`src/rtl/wisc_pkg.sv`:
```
// Shared definitions for the decode-stage register scoreboard.
//   NUM_REGS  number of architectural registers (matches register_file depth)
//   REG_W     register id width
//   reg_id_t  register id type (SrcReg1/SrcReg2/DstReg)
//   reg_vec_t one bit per architectural register
//   decodeId  register id -> one-hot register vector
package wisc_pkg;

  localparam int NUM_REGS = 16;
  localparam int REG_W    = $clog2(NUM_REGS);

  typedef logic [REG_W-1:0]    reg_id_t;
  typedef logic [NUM_REGS-1:0] reg_vec_t;

  function automatic reg_vec_t decodeId(input reg_id_t id);
    reg_vec_t oneHot;
    oneHot     = '0;
    oneHot[id] = 1'b1;
    return oneHot;
  endfunction

endpackage

```
`src/rtl/reg_scoreboard_if.sv`:
```
// Issue / writeback / status bundle between decode and the register scoreboard.
//   master : decode side, presents instructions and writebacks, sees the gate
//   slave  : scoreboard side
// Signals:
//   iss_valid, iss_src1, iss_src2, iss_use1, iss_use2, iss_dst, iss_wr
//                    instruction presented for issue
//   iss_ready        instruction may issue this cycle (0 = stall)
//   wb_valid, wb_reg writeback landing in register_file this cycle
//   busy_vec         bit i = register i has at least one pending write
//   sb_err           sticky error flag
interface reg_scoreboard_if;
  import wisc_pkg::*;

  logic     iss_valid;
  logic     iss_ready;
  reg_id_t  iss_src1;
  reg_id_t  iss_src2;
  logic     iss_use1;
  logic     iss_use2;
  reg_id_t  iss_dst;
  logic     iss_wr;
  logic     wb_valid;
  reg_id_t  wb_reg;
  reg_vec_t busy_vec;
  logic     sb_err;

  modport master (
    output iss_valid, iss_src1, iss_src2, iss_use1, iss_use2, iss_dst, iss_wr,
    output wb_valid, wb_reg,
    input  iss_ready, busy_vec, sb_err
  );

  modport slave (
    input  iss_valid, iss_src1, iss_src2, iss_use1, iss_use2, iss_dst, iss_wr,
    input  wb_valid, wb_reg,
    output iss_ready, busy_vec, sb_err
  );

endinterface

```
`src/rtl/sb_entry.sv`:
```
// Pending-write counter for one architectural register.
//   clk   clock, state on rising edge
//   rst   synchronous active-high reset, clears the counter
//   inc   a write to this register issued this cycle
//   dec   a write to this register retired this cycle
//   busy  at least one write pending (from the registered count)
//   full  count at its maximum, 2**CNT_W-1
//   err   this cycle's event is illegal: retire with nothing pending, or
//         issue while full; the count holds in both cases
module sb_entry #(
  parameter int CNT_W = 2
) (
  input  logic clk,
  input  logic rst,
  input  logic inc,
  input  logic dec,
  output logic busy,
  output logic full,
  output logic err
);

  localparam logic [CNT_W-1:0] CNT_MAX = '1;

  logic [CNT_W-1:0] cnt;

  assign busy = (cnt != '0);
  assign full = (cnt == CNT_MAX);

  // A simultaneous issue and retire cancel out, so neither can be illegal.
  assign err = (dec & ~inc & ~busy) | (inc & ~dec & full);

  // NOTE: sequential state is written with non-blocking assignments only, so
  // every flop samples the pre-edge values regardless of block ordering.
  always_ff @(posedge clk) begin
    if (rst) begin
      cnt <= '0;
    end else if (inc & ~dec & ~full) begin
      cnt <= cnt + 1'b1;
    end else if (dec & ~inc & busy) begin
      cnt <= cnt - 1'b1;
    end
  end

endmodule

```
`src/rtl/reg_scoreboard.sv`:
```
// Decode-stage issue gate in front of the register_file read ports.
// register_file has no write->read forwarding, so an instruction may only
// read a source once every write pending on it has landed. Each register has
// a small pending-write counter; the gate stalls on RAW hazards and when a
// destination counter is already saturated.
// Parameters:
//   CNT_W    pending-write counter width, up to 2**CNT_W-1 writes in flight
//   ZERO_R0  1 = register 0 is never tracked (never busy, never errors)
// Ports:
//   clk  clock, all state on rising edge
//   rst  synchronous active-high reset, discards all pending state
//   sb   issue/writeback/status bundle (slave side)
module reg_scoreboard
  import wisc_pkg::*;
#(
  parameter int CNT_W   = 2,
  parameter bit ZERO_R0 = 1'b0
) (
  input  logic             clk,
  input  logic             rst,
  reg_scoreboard_if.slave  sb
);

  // Bit 0 cleared when R0 is hardwired, so R0 events never reach its counter.
  localparam reg_vec_t TRACK_MASK = ~reg_vec_t'(ZERO_R0);

  reg_vec_t busyVec;
  reg_vec_t fullVec;
  reg_vec_t errVec;
  reg_vec_t incVec;
  reg_vec_t decVec;
  logic     issReady;
  logic     issFire;
  logic     sbErr;

  // Ready looks only at registered counter state: a writeback landing this
  // cycle does not unblock its readers until the next cycle.
  assign issReady = ~(sb.iss_use1 & busyVec[sb.iss_src1])
                  & ~(sb.iss_use2 & busyVec[sb.iss_src2])
                  & ~(sb.iss_wr   & fullVec[sb.iss_dst]);

  // NOTE: every signal assigned in always_comb gets a value on every path
  // (defaults first), otherwise synthesis infers a latch.
  always_comb begin
    issFire = sb.iss_valid & issReady;
    incVec  = '0;
    decVec  = '0;
    if (issFire & sb.iss_wr) begin
      incVec = decodeId(sb.iss_dst) & TRACK_MASK;
    end
    if (sb.wb_valid) begin
      decVec = decodeId(sb.wb_reg) & TRACK_MASK;
    end
  end

  for (genvar i = 0; i < NUM_REGS; i++) begin : gen_entry
    sb_entry #(
      .CNT_W (CNT_W)
    ) u_entry (
      .clk  (clk),
      .rst  (rst),
      .inc  (incVec[i]),
      .dec  (decVec[i]),
      .busy (busyVec[i]),
      .full (fullVec[i]),
      .err  (errVec[i])
    );
  end

  always_ff @(posedge clk) begin
    if (rst) begin
      sbErr <= 1'b0;
    end else if (|errVec) begin
      sbErr <= 1'b1;
    end
  end

  assign sb.iss_ready = issReady;
  // busyVec decodes the counter flops directly, so it moves one cycle after
  // the issue/retire that changed the count.
  assign sb.busy_vec  = busyVec;
  assign sb.sb_err    = sbErr;

endmodule

```
`src/flat_wrapper.sv`:
```
// flat-port wrapper written by rule: the top's interface ports become plain ports
module reg_scoreboard_flat import wisc_pkg::*;
#(
  parameter int CNT_W   = 2,
  parameter bit ZERO_R0 = 1'b0
)
  (clk, rst, sb_iss_valid, sb_iss_src1, sb_iss_src2, sb_iss_use1, sb_iss_use2, sb_iss_dst, sb_iss_wr, sb_wb_valid, sb_wb_reg, sb_iss_ready, sb_busy_vec, sb_sb_err);
  reg_scoreboard_if sb_i ();
  input  logic clk;
  input  logic rst;
  input wire logic [$bits(sb_i.iss_valid)-1:0] sb_iss_valid;
  input wire logic [$bits(sb_i.iss_src1)-1:0] sb_iss_src1;
  input wire logic [$bits(sb_i.iss_src2)-1:0] sb_iss_src2;
  input wire logic [$bits(sb_i.iss_use1)-1:0] sb_iss_use1;
  input wire logic [$bits(sb_i.iss_use2)-1:0] sb_iss_use2;
  input wire logic [$bits(sb_i.iss_dst)-1:0] sb_iss_dst;
  input wire logic [$bits(sb_i.iss_wr)-1:0] sb_iss_wr;
  input wire logic [$bits(sb_i.wb_valid)-1:0] sb_wb_valid;
  input wire logic [$bits(sb_i.wb_reg)-1:0] sb_wb_reg;
  output wire logic [$bits(sb_i.iss_ready)-1:0] sb_iss_ready;
  output wire logic [$bits(sb_i.busy_vec)-1:0] sb_busy_vec;
  output wire logic [$bits(sb_i.sb_err)-1:0] sb_sb_err;
  assign sb_i.iss_valid = sb_iss_valid;
  assign sb_i.iss_src1 = sb_iss_src1;
  assign sb_i.iss_src2 = sb_iss_src2;
  assign sb_i.iss_use1 = sb_iss_use1;
  assign sb_i.iss_use2 = sb_iss_use2;
  assign sb_i.iss_dst = sb_iss_dst;
  assign sb_i.iss_wr = sb_iss_wr;
  assign sb_i.wb_valid = sb_wb_valid;
  assign sb_i.wb_reg = sb_wb_reg;
  assign sb_iss_ready = sb_i.iss_ready;
  assign sb_busy_vec = sb_i.busy_vec;
  assign sb_sb_err = sb_i.sb_err;
  reg_scoreboard #(.CNT_W(CNT_W), .ZERO_R0(ZERO_R0)) u_core (.clk(clk), .rst(rst), .sb(sb_i));
endmodule
```
`config.mk`:
```
export PLATFORM = sky130hd
export DESIGN_NAME = reg_scoreboard_flat
export DESIGN_NICKNAME = d
export VERILOG_FILES = /design/src/rtl/wisc_pkg.sv /design/src/rtl/reg_scoreboard_if.sv /design/src/rtl/sb_entry.sv /design/src/rtl/reg_scoreboard.sv /design/src/flat_wrapper.sv
export SDC_FILE = /design/constraint.sdc
export NUM_CORES = 1
export LEC_CHECK = 0
export ABC_CLOCK_PERIOD_IN_PS = 7700
export BUFFER_PORTS_ARGS = -buffer_cell sky130_fd_sc_hd__buf_2
export CAP_MARGIN = 20
export CORE_ASPECT_RATIO = 1.2
export CORE_MARGIN = 2
export CORE_UTILIZATION = 29
export CTS_BUF_LIST = sky130_fd_sc_hd__clkbuf_16
export CTS_CLUSTER_SIZE = 24
export DETAILED_ROUTE_END_ITERATION = 8
export GPL_ROUTABILITY_DRIVEN = 0
export GPL_TIMING_DRIVEN = 0
export PLACE_DENSITY = 0.5
export SETUP_SLACK_MARGIN = 0.02
export SYNTH_ARGS = -nofsm -noshare
export SYNTH_HDL_FRONTEND = slang
export SYNTH_SLANG_ARGS = --single-unit
```
`constraint.sdc`:
```
create_clock -name clk -period 7.7 [get_ports clk]
set_clock_uncertainty 0.2 [all_clocks]
set_input_delay 2.31 -clock clk [delete_from_list [all_inputs] [get_ports clk]]
set_output_delay 2.31 -clock clk [all_outputs]
set_load 0.01 [all_outputs]
```
# Word level (Yosys, flattened, before mapping)
# Cells that the tools add are included.
[word_totals] regBits=33 input_bits=23 output_inout_bits=18 wordCells=336
[op_classes] addsub=32 order_cmp=6 eq_ne=16 muxes=44 n_bitwise=186 reduce_logical=35
[op_table] op="1-bit bitwise AND" count=103
[op_table] op="1-bit inverter" count=67
[op_table] op="2-bit 2-to-1 mux" count=32
[op_table] op="2-bit nonzero test" count=32
[op_table] op="2-bit by 1-bit adder with 2-bit output, second input constant" count=16
[op_table] op="2-bit equality test, second input constant" count=16
[op_table] op="16-bit 2-to-1 mux" count=2
[op_table] op="2-bit by 1-bit subtractor with 2-bit output, second input constant" count=16
[op_table] op="4-bit by 5-bit < comparator with 1-bit output, second input constant" count=4
[op_table] op="1-bit bitwise OR" count=16
[op_table] op="16-bit OR reduction" count=1
[op_table] op="1-bit binary-select mux with 4-bit select" count=3
[op_table] op="1-bit demux with 4-bit select" count=2
[op_table] op="4-bit by 1-bit >= comparator with 1-bit output, second input constant" count=2
[op_table] op="1-bit 2-to-1 mux" count=5
[op_table] op="1-bit logical AND" count=2

# Longest topological paths before layout
[depth] ltp_word=15 depth_mapped=12 ltp_nobuf=10

# Modules after synthesis
# Synthesis repeated with hierarchy kept, for this count alone.
[unflattened] cells_unflattened=371 area_unflattened_um2=3010.4
[modules_own_cells] module="sb_entry" n_inst=16 cells_per_inst=16 area_per_inst_um2=132.6 seq_area_each_um2=40.0
[modules_own_cells] module="reg_scoreboard" n_inst=1 cells_per_inst=115 area_per_inst_um2=888.4 seq_area_each_um2=20.0

# Worst setup path after synthesis
# OpenSTA, ideal clock, no wires.
[synth_path] path_kind="input to output" startpoint="input sb_iss_dst[1]" endpoint="output sb_iss_ready" arrival_time_ns=3.659 slack_ns=1.531 stages=8 n_path_buf=2 path_cell_list="clkbuf_1 nand2b_1 clkbuf_1 a21oi_1 o41ai_1 o211ai_1 nand3_1 inv_1"
[synth_between] elab_chain_len=5
[synth_lines] element="start, declared" line_no="flat_wrapper.sv:16" rtl="input wire logic [$bits(sb_i.iss_dst)-1:0] sb_iss_dst;"
[synth_lines] element="1-bit binary-select mux with 4-bit select" line_no="reg_scoreboard.sv:40" rtl="& ~(sb.iss_wr & fullVec[sb.iss_dst]);"
[synth_lines] element="1-bit 2-to-1 mux (not written as such)" line_no="reg_scoreboard.sv:40"
[synth_lines] element="1-bit bitwise AND" line_no="reg_scoreboard.sv:40"
[synth_lines] element="1-bit inverter" line_no="reg_scoreboard.sv:40"
[synth_lines] element="1-bit bitwise AND" line_no="reg_scoreboard.sv:40"
[synth_lines] element="end, declared" line_no="flat_wrapper.sv:20" rtl="output wire logic [$bits(sb_i.iss_ready)-1:0] sb_iss_ready;"
# No other way between the ends. The select of a mux whose other input is x is not followed.

# Worst setup path after layout
# Same ends and word-level chain as after synthesis.

==> results_dict.tcl <==
set metrics [dict create \
    dieWidth_um 90.9 \
    clockBufferDepth 2 \
    finalHoldViolCount 0 \
    cts_tree "done" \
    syn-num-nets 356 \
    io_buffers 36 \
    slew_headroom_pct 54.3 \
    worstHoldStart "u_core.gen_entry[1].u_entry.cnt[1]$_SDFFE_PP0P_" \
    final_antenna_net_count 0 \
    grt_setup_unrepaired "false" \
    ys_ff_latch 33 \
    syn_area_um2 2630 \
    start_util_pct 29.4 \
    hp-class "reg2reg" \
    cp_slowest_cell "clkbuf_1" \
    antenna_cells 0 \
    post_cts_buffers 0 \
    drive_gt1_share_pct 25.5 \
    cp_max_fo 10 \
    hold_buffers 0 \
    post_drt_wl_per_cell_um 16.2 \
    fin_cells 497 \
    area_delta_synth_final_pct 17.8 \
    wl_mm 8.07 \
    syn_area_per_cell_um2 7.89 \
    grt_pass1_vias 2532 \
    grt_pass1_wl_mm 13.1 \
    h-tree-depth 2 \
    num_rows 38 \
    worstPathArrival_ns 4.32 \
    worstSetupEndpointType "output port" \
    required_ns 5.19 \
    timing.rr.start "u_core.gen_entry[0].u_entry.cnt[1]$_SDFFE_PP0P_" \
    io_pins 41 \
    drt_pre_antenna_iters 4 \
    crit_family "buffers and inverters" \
    worst_slew_pin_slew_ns 0.685 \
    die_y_um 108 \
    path_common_cell "clkbuf_1" \
    final_max_slew_viol_count 0 \
    path_buf_inv 4 \
    clock_sink_count 33 \
    yosys.area.top_type "dfxtp_1" \
    cts_buffers 5 \
    synthCells 333 \
    crit_chain "clkbuf_1 > nand2b_1 > clkbuf_1 > a21oi_1 > o41ai_1 > o211ai_1 > nand3_1 > inv_1 > buf_2" \
    via_count 2577 \
    start_kind "primary input" \
    yosysSeqAreaShare_pct 25.1 \
    vias_per_cell 5.19 \
    max_cap_violations 0 \
    post-route-period-util_pct 88.8 \
    grt_remaining_overflow 0 \
    antenna_found_initial 0 \
    max-vdd-ir-drop_mv 0.0636 \
    fin_tns_setup_ns 0 \
    crit_type "in2out" \
    drt_iter0_markers 178 \
    grt_max_degree 11 \
    fp.dieArea_um2 9850 \
    status "complete, no violations" \
    insertion_delay_ns 0.28 \
    fin_crit_ns 6.83 \
    ys_warn_count 0 \
    clkTransAtPathRegs_ns 0.06 \
    dp.cells 489 \
    p_leak_nw 1.19 \
    cts_resized 0 \
    power.density_nw_per_um2 136 \
    hpwl_mm 6.30 \
    timing.fmax_mhz 146 \
    synth_area_leaders "dfxtp_1, mux4_2, nor3_1, buf_4, nor2_1" \
    clock-root-buffer "clkbuf_16" \
    slowest_delay_ns 0.43 \
    yosysUniqueCellTypes 48 \
    core_area_um2 8940 \
    final-setup-viol-count 0 \
    drt_drc_violations_left 0 \
    nets 399 \
    grt_usage_pct 16.9 \
    cp-startpoint "sb_iss_dst[1]" \
    yosysTopAreaCellShare_pct 25.1 \
]
through the flow:
step / utilization [%] / instance area, um2 / setup slack [ns] / power, mW / hold slack, ns
after floorplan: - / 2630 / 1.53 / 0.213 / 0.271
after global placement: 33.1 / 2960 / 0.864 / 0.234 / 0.290
after detailed placement: 33.1 / 2960 / 0.913 / 0.234 / 0.295
after CTS: 34.7 / 3100 / 0.906 / 0.427 / 0.303
after global routing: 34.7 / 3100 / 0.686 / 0.441 / 0.331
final: 34.7 / 3100 / 0.865 / 0.423 / 0.301
synth_stat cells (all sizes together):
library cell	n
nor3	35
dfxtp	33
nor2	32
nand2	28
inv	24
a21oi	23
buf	22
o21ai	17
a211oi	16
o21a	16
nand2b	14
mux4	10
clkbuf	7
o31ai	7
or2	7
o31a	6
nand3b	5
nand3	3
o21bai	3
o22ai	3
a22oi	2
and2	2
mux2i	2
nor2b	2
a211o	1
a21boi	1
a22o	1
a2bb2oi	1
a32oi	1
a41oi	1
clkinv	1
nand4b	1
nor4	1
o2111a	1
o2111ai	1
o211ai	1
o41ai	1
or3b	1
final timing paths:
path | endpoint | slack, ns | cells past startpoint
setup / recovery | sb_iss_ready | 0.87 | 9
hold / removal | u_core.gen_entry[1].u_entry.cnt[1]$_SDFFE_PP0P_ | 0.30 | 2
setup reg to reg | u_core.sb.sb_err$_SDFFE_PP0P_ | 4.26 | 11
hold reg to reg | u_core.gen_entry[1].u_entry.cnt[1]$_SDFFE_PP0P_ | 0.30 | 2
cell type report:
class / instances / area, um2
Sequential cell: 33 / 661
Clock buffer: 5 / 125
Multi-Input combinational cell: 246 / 1690
Tap cell: 120 / 150
Buffer: 29 / 188
Inverter: 25 / 93.8
Clock inverter: 3 / 13.8
Timing Repair Buffer: 36 / 180
Fill cell: 1004 / 5840
cell usage in the layout (no fill, tap or decap), drive strengths merged, types with 2 or more instances in the layout:
cell,instances
nand3b,5
o21a,16
nand2,28
mux2i,2
o21bai,3
a21oi,23
and2,2
nand3,3
nor2,32
o21ai,17
nor2b,2
buf,58
o31ai,7
o31a,6
nand2b,14
inv,25
clkbuf,12
a211oi,16
a22oi,2
or2,7
dfxtp,33
nor3,35
mux4,10
o22ai,3
clkinv,3
registers in the layout, summed over array words and instances (netlist names):
signal / count
u_core.sb.sb_err: 1
u_core.gen_entry.u_entry.cnt: 32
kinds of logic (layout without fill, tap and decap cells):
kind of cell	after synthesis	count (layout)	synth area share [%]
multiplexers	12	12	9.33
AO/OA/AOI/OAI	103	103	28.3
flip-flops	33	33	25.1
buffers and inverters	54	98	10.7
AND/OR/NAND/NOR	131	131	26.6
metal layers:
layer / track usage (%) / vias to the layer above / wire, um
met2: 28.4 / 80 / 3760
li1: - / 1278 / -
met3: 2.86 / 13 / 426
met5: 0 / - / 0
met1: 21.8 / 1206 / 3680
met4: 6.39 / 0 / 199
power by group:
group          internal [mW]  switching [mW]
logic                 0.0210          0.0363
clock network          0.117          0.0743
registers              0.172         0.00150
worst register-to-register path: stages (launching register included):
cell	delay, ns
dfxtp_1	0.35
nor2_1	0.16
clkinv_1	0.17
mux4_2	0.48
and2_1	0.17
o2111ai_2	0.29
nand4b_4	0.21
buf_6	0.21
o31ai_2	0.37
o22ai_1	0.16
nor4_1	0.34
a41oi_1	0.17
Power figures use the tool's default switching activity.
